===== config.mk =====
export PLATFORM = sky130hd
export DESIGN_NAME = pipe_stage_skid
export DESIGN_NICKNAME = d
export VERILOG_FILES = /design/src/rtl/pipe_stage_skid.sv
export SDC_FILE = /design/constraint.sdc
export NUM_CORES = 1
export LEC_CHECK = 0
export CORE_ASPECT_RATIO = 0.6
export CORE_UTILIZATION = 60
export CTS_BUF_LIST = sky130_fd_sc_hd__clkbuf_8
export DETAILED_ROUTE_END_ITERATION = 16
export DONT_BUFFER_PORTS = 1
export HOLD_SLACK_MARGIN = 0.02
export PLACE_DENSITY = 0.79
export SYNTH_ARGS = -nofsm -noshare
export SYNTH_HDL_FRONTEND = slang
export SYNTH_SLANG_ARGS = --single-unit

===== constraint.sdc =====
create_clock -name clock -period 3.4 [get_ports clock]
set_clock_uncertainty 0.05 [all_clocks]
set_input_delay 1.02 -clock clock [delete_from_list [all_inputs] [get_ports clock]]
set_output_delay 1.02 -clock clock [all_outputs]
set_load 0.02 [all_outputs]

===== src/rtl/pipe_stage_skid.sv =====
// Inter-stage pipeline register with valid/ready handshake and a 2-entry skid buffer.
// Optional perf counters are built only when PIPE_STAGE_PERF_EN is defined.
module pipe_stage_skid #(
    parameter int                INST_W   = 32,
    parameter int                PC_W     = 32,
    parameter logic [INST_W-1:0] NOP_INST = '0,
    parameter int                CNT_W    = 16
) (
    input  logic              clock,
    input  logic              reset,
    input  logic              in_valid,
    output logic              in_ready,
    input  logic [INST_W-1:0] in_inst,
    input  logic [PC_W-1:0]   in_pc4,
    input  logic              flush,
    output logic              out_valid,
    input  logic              out_ready,
    output logic [INST_W-1:0] out_inst,
    output logic [PC_W-1:0]   out_pc4,
    output logic [1:0]        occupancy,
    output logic [CNT_W-1:0]  stall_cnt,
    output logic [CNT_W-1:0]  bubble_cnt
);

    localparam logic [1:0] ST_EMPTY = 2'd0;
    localparam logic [1:0] ST_ONE   = 2'd1;
    localparam logic [1:0] ST_FULL  = 2'd2;

    logic [1:0]        state_q, state_d;
    logic [INST_W-1:0] main_inst_q, main_inst_d;
    logic [PC_W-1:0]   main_pc4_q, main_pc4_d;
    logic [INST_W-1:0] skid_inst_q, skid_inst_d;
    logic [PC_W-1:0]   skid_pc4_q, skid_pc4_d;
    logic              acc, con;

    // Handshake flags come straight from the state flop, so ready never depends on inputs.
    assign in_ready  = (state_q != ST_FULL);
    assign out_valid = (state_q != ST_EMPTY);
    assign acc       = in_valid & in_ready;
    assign con       = out_valid & out_ready;

    assign out_inst  = main_inst_q;
    assign out_pc4   = main_pc4_q;
    assign occupancy = state_q;

    always_comb begin
        state_d     = state_q;
        main_inst_d = main_inst_q;
        main_pc4_d  = main_pc4_q;
        skid_inst_d = skid_inst_q;
        skid_pc4_d  = skid_pc4_q;
        if (flush) begin
            state_d     = ST_EMPTY;
            main_inst_d = NOP_INST;
        end else begin
            case (state_q)
                ST_EMPTY: begin
                    if (acc) begin
                        state_d     = ST_ONE;
                        main_inst_d = in_inst;
                        main_pc4_d  = in_pc4;
                    end
                end
                ST_ONE: begin
                    if (acc && con) begin
                        main_inst_d = in_inst;
                        main_pc4_d  = in_pc4;
                    end else if (acc) begin
                        state_d     = ST_FULL;
                        skid_inst_d = in_inst;
                        skid_pc4_d  = in_pc4;
                    end else if (con) begin
                        state_d     = ST_EMPTY;
                        main_inst_d = NOP_INST;
                    end
                end
                ST_FULL: begin
                    if (con) begin
                        state_d     = ST_ONE;
                        main_inst_d = skid_inst_q;
                        main_pc4_d  = skid_pc4_q;
                    end
                end
                default: begin
                    state_d     = ST_EMPTY;
                    main_inst_d = NOP_INST;
                end
            endcase
        end
    end

    always_ff @(posedge clock or negedge reset) begin
        if (!reset) begin
            state_q     <= ST_EMPTY;
            main_inst_q <= NOP_INST;
            main_pc4_q  <= '0;
            skid_inst_q <= '0;
            skid_pc4_q  <= '0;
        end else begin
            state_q     <= state_d;
            main_inst_q <= main_inst_d;
            main_pc4_q  <= main_pc4_d;
            skid_inst_q <= skid_inst_d;
            skid_pc4_q  <= skid_pc4_d;
        end
    end

`ifdef PIPE_STAGE_PERF_EN
    logic [CNT_W-1:0] stall_cnt_q, stall_cnt_d;
    logic [CNT_W-1:0] bubble_cnt_q, bubble_cnt_d;

    // Saturating counters; flush does not touch them, only reset clears them.
    always_comb begin
        stall_cnt_d  = stall_cnt_q;
        bubble_cnt_d = bubble_cnt_q;
        if (out_valid && !out_ready && (stall_cnt_q != '1)) begin
            stall_cnt_d = stall_cnt_q + CNT_W'(1);
        end
        if (!out_valid && (bubble_cnt_q != '1)) begin
            bubble_cnt_d = bubble_cnt_q + CNT_W'(1);
        end
    end

    always_ff @(posedge clock or negedge reset) begin
        if (!reset) begin
            stall_cnt_q  <= '0;
            bubble_cnt_q <= '0;
        end else begin
            stall_cnt_q  <= stall_cnt_d;
            bubble_cnt_q <= bubble_cnt_d;
        end
    end

    assign stall_cnt  = stall_cnt_q;
    assign bubble_cnt = bubble_cnt_q;
`else
    assign stall_cnt  = '0;
    assign bubble_cnt = '0;
`endif

endmodule


==> metrics, run 1 <==
pin count of the biggest net entering global routing 131; Post-Syn Area 6250 um^2; relative slew slack 0.270; post-CTS setup-driven buffer insertion count 0; CP Cell Sequence buf_4 > or2_1; estimated wirelength of the detail-placed design 7990 um; Top FF cell, synth dfrtp_1; kind of cell with the highest combined delay on the critical path flip-flops; endpoint of the lowest-slack register-to-register path out_pc4[20]; capturing element of the worst setup path out_valid; post-route clock period utilization 0.896; delay contributed by the slowest stage of the critical path 0.74 ns; IO Port Bufs 0; leftover overflow at the end of global routing 0; Antenna Nets Post-Route 0; CTS hold repair buffers 0; Routability Congestion 0.743; synthesis warning total 0; leading cell types in the layout, fill and taps excluded dfrtp_1 (129), mux2_2 (80), mux2i_1 (33); number of flip-flops and latches in the synthesized netlist 130; leading cell type in the layout, fill and taps excluded dfrtp_1; post-route design area 6690 um^2; CTS Buffer Depth 2; total negative setup slack 0 ns; Die Outline Area 10800 um^2; crit path max-delay cell type dfrtp_2; Inserted Clock Buffers 17; share of flip-flops with an asynchronous set or reset after synthesis 1.00; share of cells above drive strength 1 0.358; post-detailed-placement cell area 6250 um^2; total number of vias 3510; x dimension of the die 134 um; Overall Global Routing Usage 0.230; # H-tree levels 4; CTS Root Buffer Type clkbuf_8; post-DR wirelength/cell 20.7 um; Critical R2R Launch occupancy[0]; CP Max Fanout 23; Area growth syn-to-layout 7.04%; First-pass DRT Iterations 4; number of gates resized after CTS 0; depth of the worst register-to-register path 4; min cycle time layout 3.05 ns; count of inserted antenna diode cells 0; post-synthesis area per instance 14.2 um^2; DR iter-0 viols 191; Startpoint Class flop; run status finished clean; endpoint required time on the critical path 2.33 ns; max cap viols 0; FMAX 328 MHz; Sinks on Clock Net 130; number of synthesized flops with an enable pin 0; hold crit path type primary input to async pin; register-to-register path setup slack 0.73 ns; count of final setup violators 0; # rows 28; category of the most critical setup path flop to primary output; pin slew with the least headroom to its limit 1.09 ns; startpoint of the most critical setup path occupancy[1]; initial core utilization 0.626; synth unique cells 29; height of the chip 81.1 um; global-route wire length before repair 18700 um; Worst Setup Slack, final 0.353 ns; number of max-slew violations in the final report 0; CTS clock-pin slew for the worst setup and hold paths 0.08 ns; io pins 169; CP Buf/Inv Count 1; Cell Pwr Density 635 nW/um^2; # DRC 0; WP data arrival 1.98 ns; worst-case setup slack after placement 0.544 ns; Max VDD drop 361 uV; sequential element share of the synthesized area 0.520; routed via count divided by cell count 5.98; number of global-route vias before repair 3497; gate count of the mapped netlist 439; Leakage 0.00298 uW; Final #Nets 508; area of the core 9980 um^2; unrepaired setup endpoints after global routing false; Clock Latency Late Sink 0.42 ns; post-placement cell count 555; number of hold violations in the final report 0; critical path depth in cells 2; clock tree from TritonCTS yes; total length of routed wires 12200 um; initial antenna violation count 0; Final Instance Count excl. Fillers 587; critical path capture point type primary output
stage by stage:
step	power [uW]	utilization	hold slack, ns
final	4250	0.670	0.237
after detailed placement	2830	0.626	0.432
after global placement	2780	0.626	0.418
after global routing	4430	0.670	0.196
after floorplan	2720	-	0.409
after CTS	4290	0.670	0.207
metal layers:
metal	GRT usage	wire, um	vias up
met5	0	0	-
li1	-	-	1559
met1	0.295	5540	1812
met4	0.0841	173	0
met2	0.342	5350	123
met3	0.108	1100	16
cells by family (layout without fill, tap and decap cells):
group,count (synthesis),count (layout),synth area share
AO/OA/AOI/OAI,70,70,0.0980
XOR/XNOR,1,1,0.00140
buffers and inverters,64,46,0.0668
flip-flops,130,130,0.520
multiplexers,161,161,0.301
other,1,32,0.000600
AND/OR/NAND/NOR,12,12,0.0116
how the worst min path moves through the flow:
stage          cells after the start             from              end  slack (ns)
3_3_place_gp                       1   skid_pc4_q[21]   skid_pc4_q[21]        0.42
2_1_floorplan                      1   skid_pc4_q[20]   skid_pc4_q[20]        0.41
3_5_place_dp                       1  skid_inst_q[23]  skid_inst_q[23]        0.43
4_1_cts                            0            reset     out_inst[25]        0.21
5_1_grt                            0            reset     out_inst[23]        0.20
6_report                           0            reset     out_inst[25]        0.24
layout make-up:
class,instances,area [um^2]
Tap cell,135,169
Timing Repair Buffer,13,97.6
Multi-Input combinational cell,276,2720
Clock buffer,19,262
Clock inverter,13,184
Inverter,1,3.75
Sequential cell,130,3250
Fill cell,724,3290
power by group:
part / leakage [uW] / switching [uW] / total, uW / internal [uW]
Combinational: 0.00114 / 224 / 580 / 356
Sequential: 0.00161 / 347 / 2220 / 1870
Clock: 0.000223 / 610 / 1450 / 839
synthesized netlist by cell type, types with 2 or more instances:
library cell,number,share of area
buf_2,19,0.015
mux2_1,18,0.032
mux2_4,30,0.072
clkbuf_1,4,0.0024
mux2_2,80,0.14
nand2b_1,2,0.0020
buf_4,33,0.040
o2bb2ai_1,32,0.045
buf_1,3,0.0018
a22o_1,32,0.045
buf_6,4,0.0072
dfrtp_1,130,0.52
nor2_1,4,0.0024
mux2i_1,33,0.053
worst reg2reg max path, cell delays in order (launching register included):
cell	delay, ns
dfrtp_1	0.71
and2b_1	0.34
o21ai_2	0.19
a21o_2	0.88
mux2_1	0.40
state kept, by name, summed over array words and instances (netlist names):
| register | cells |
|---|---|
| out_inst | 32 |
| out_pc4 | 32 |
| skid_inst_q | 32 |
| skid_pc4_q | 32 |
| occupancy | 2 |
No activity file was read; power rests on OpenSTA's default activity.
==> inputs of run 2 (changes only) <==
--- a/config.mk
+++ b/config.mk
@@ -6,12 +6,13 @@
 export NUM_CORES = 1
 export LEC_CHECK = 0
 export CORE_ASPECT_RATIO = 0.6
-export CORE_UTILIZATION = 60
+export CORE_UTILIZATION = 54
 export CTS_BUF_LIST = sky130_fd_sc_hd__clkbuf_8
+export CTS_CLUSTER_DIAMETER = 40
+export CTS_CLUSTER_SIZE = 30
 export DETAILED_ROUTE_END_ITERATION = 16
-export DONT_BUFFER_PORTS = 1
 export HOLD_SLACK_MARGIN = 0.02
-export PLACE_DENSITY = 0.79
+export PLACE_DENSITY = 0.91
 export SYNTH_ARGS = -nofsm -noshare
 export SYNTH_HDL_FRONTEND = slang
 export SYNTH_SLANG_ARGS = --single-unit
==> metrics, run 2 (synthesis gave the netlist of run 1 again) <==
Max VDD drop 291 uV (-19%); clock tree from TritonCTS yes; leading cell types in the layout, fill and taps excluded clkdlybuf4s50_1 (135), dfrtp_1 (129), mux2_2 (80); endpoint required time on the critical path 2.33 ns (about the same); pin slew with the least headroom to its limit 0.593 ns (-0.501 ns); pin count of the biggest net entering global routing 55 (-58%); number of max-slew violations in the final report 0 (unchanged); Area growth syn-to-layout 30.6%; CTS Buffer Depth 2 (unchanged); number of global-route vias before repair 4234 (+21%); area of the core 11300 um^2 (+13%); post-route clock period utilization 0.883 (-0.0136); Startpoint Class flop; hold crit path type flop to flop; Sinks on Clock Net 130 (unchanged); category of the most critical setup path flop to primary output; Routability Congestion 0.849 (+14%); min cycle time layout 3.00 ns (-0.0462 ns); portion of total power attributed to combinational logic 0.238 (+0.102); First-pass DRT Iterations 4 (unchanged); number of hold violations in the final report 0 (unchanged); FMAX 333 MHz (+1.5%); unrepaired setup endpoints after global routing false; x dimension of the die 141 um (+5.3%); # rows 30 (+7.1%); routed via count divided by cell count 5.47 (-8.6%); run status finished clean; post-route design area 8160 um^2 (+22%); Inserted Clock Buffers 17 (unchanged); estimated wirelength of the detail-placed design 9830 um (+23%); # H-tree levels 4 (unchanged); share of cells above drive strength 1 0.280 (-0.0787); post-DR wirelength/cell 19.2 um (-7.2%); global-route wire length before repair 23100 um (+23%); Overall Global Routing Usage 0.255 (+0.0250); Leakage 0.00354 uW (+19%); io pins 169 (unchanged); CTS clock-pin slew for the worst setup and hold paths 0.08 ns (about the same); Antenna Nets Post-Route 0 (unchanged); total negative setup slack 0 ns (unchanged); initial core utilization 0.553 (-0.0728); initial antenna violation count 0 (unchanged); count of inserted antenna diode cells 0 (unchanged); CTS hold repair buffers 0 (unchanged); sequential fraction of design power 0.441 (-0.082); CP Max Fanout 15 (-35%); Cell Pwr Density 576 nW/um^2 (-9.3%); DR iter-0 viols 211 (+10%); # DRC 0 (unchanged); Clock Latency Late Sink 0.43 ns (about the same); IO Port Bufs 136 (+136); Die Outline Area 12000 um^2 (+11%); Clk pwr share 0.322 (-0.019); switching share of power 0.279 (+0.00143); Final #Nets 646 (+27%); total number of vias 4101 (+17%); total length of routed wires 14400 um (+19%); register-to-register path setup slack 0.99 ns (+0.26 ns); height of the chip 85.4 um (+5.3%); CTS Root Buffer Type clkbuf_8; post-detailed-placement cell area 7700 um^2 (+23%); number of gates resized after CTS 0 (unchanged); count of final setup violators 0 (unchanged); max cap viols 0 (unchanged); critical path capture point type primary output; relative slew slack 0.604 (+0.334); Internal Power 3390 uW (+10%); leading cell type in the layout, fill and taps excluded clkdlybuf4s50_1; post-CTS setup-driven buffer insertion count 0 (unchanged); net switching power figure 1310 uW (+11%); leftover overflow at the end of global routing 0 (unchanged); WP data arrival 1.93 ns (-0.05 ns)
==> run 2: changes by cell type in the layout (fill, tap and decap cells not counted) <==
cell,delta
buf_4,-1
clkdlybuf4s50_1,+135
clkinvlp_4,+1
bufinv_16,+1
inv_6,-1
buf_12,+4
clkbuf_8,-1
==> run 2: worst paths after layout <==
path | to | depth (start not counted) | start
worst min register to register | out_pc4[21] | 1 | out_pc4[21]
worst max register to register | out_pc4[19] | 7 | occupancy[0]
worst min-delay path | out_pc4[21] | 1 | out_pc4[21]
worst max-delay path | in_ready | 4 | occupancy[0]
max in group asynchronous | occupancy[1] | 2 | reset
min in group asynchronous | out_inst[25] | 1 | reset
==> run 2: critical path, cell delays in order, from the launching register on <==
cell and delay [ns]:
dfrtp_1 0.38, buf_4 0.23, and2b_1 0.25, inv_1 0.06, clkdlybuf4s50_1 0.59
==> run 2: per-layer routing <==
layer | vias to the layer above | GRT usage | share of wire
met2 | 145 | 0.403 | 0.47
met1 | 2110 | 0.360 | 0.47
met5 | - | 0 | 0
li1 | 1832 | - | -
met4 | 0 | 0.0662 | 0.0070
met3 | 14 | 0.0570 | 0.053
==> run 2: final cells by class <==
class | count | area, um^2
Sequential cell | 130 | 3250
Fill cell | 769 | 3130
Multi-Input combinational cell | 276 | 2720
Timing Repair Buffer | 151 | 1520
Clock buffer | 18 | 248
Clock inverter | 14 | 213
Tap cell | 160 | 200
Inverter | 1 | 3.75
==> run 2: through the flow <==
step	utilization	instances	hold WS, ns	setup slack, ns	power (uW)
2_1_floorplan	-	470	0.409	1.09	2720
3_3_place_gp	0.682	718	0.418	0.481	3130
3_5_place_dp	0.682	718	0.430	0.397	3210
4_1_cts	0.723	750	0.444	0.372	4730
5_1_grt	0.723	750	0.461	0.288	4910
6_report	0.723	750	0.445	0.399	4700
==> run 2: power by group through the flow <==
stage	Sequential [uW]	Combinational [uW]	Clock, uW
floorplan	2170	543	0
finish	2070	1120	1510
CTS	2070	1130	1540
global route	2110	1190	1610
global placement	2060	1070	0
detailed placement	2090	1120	0
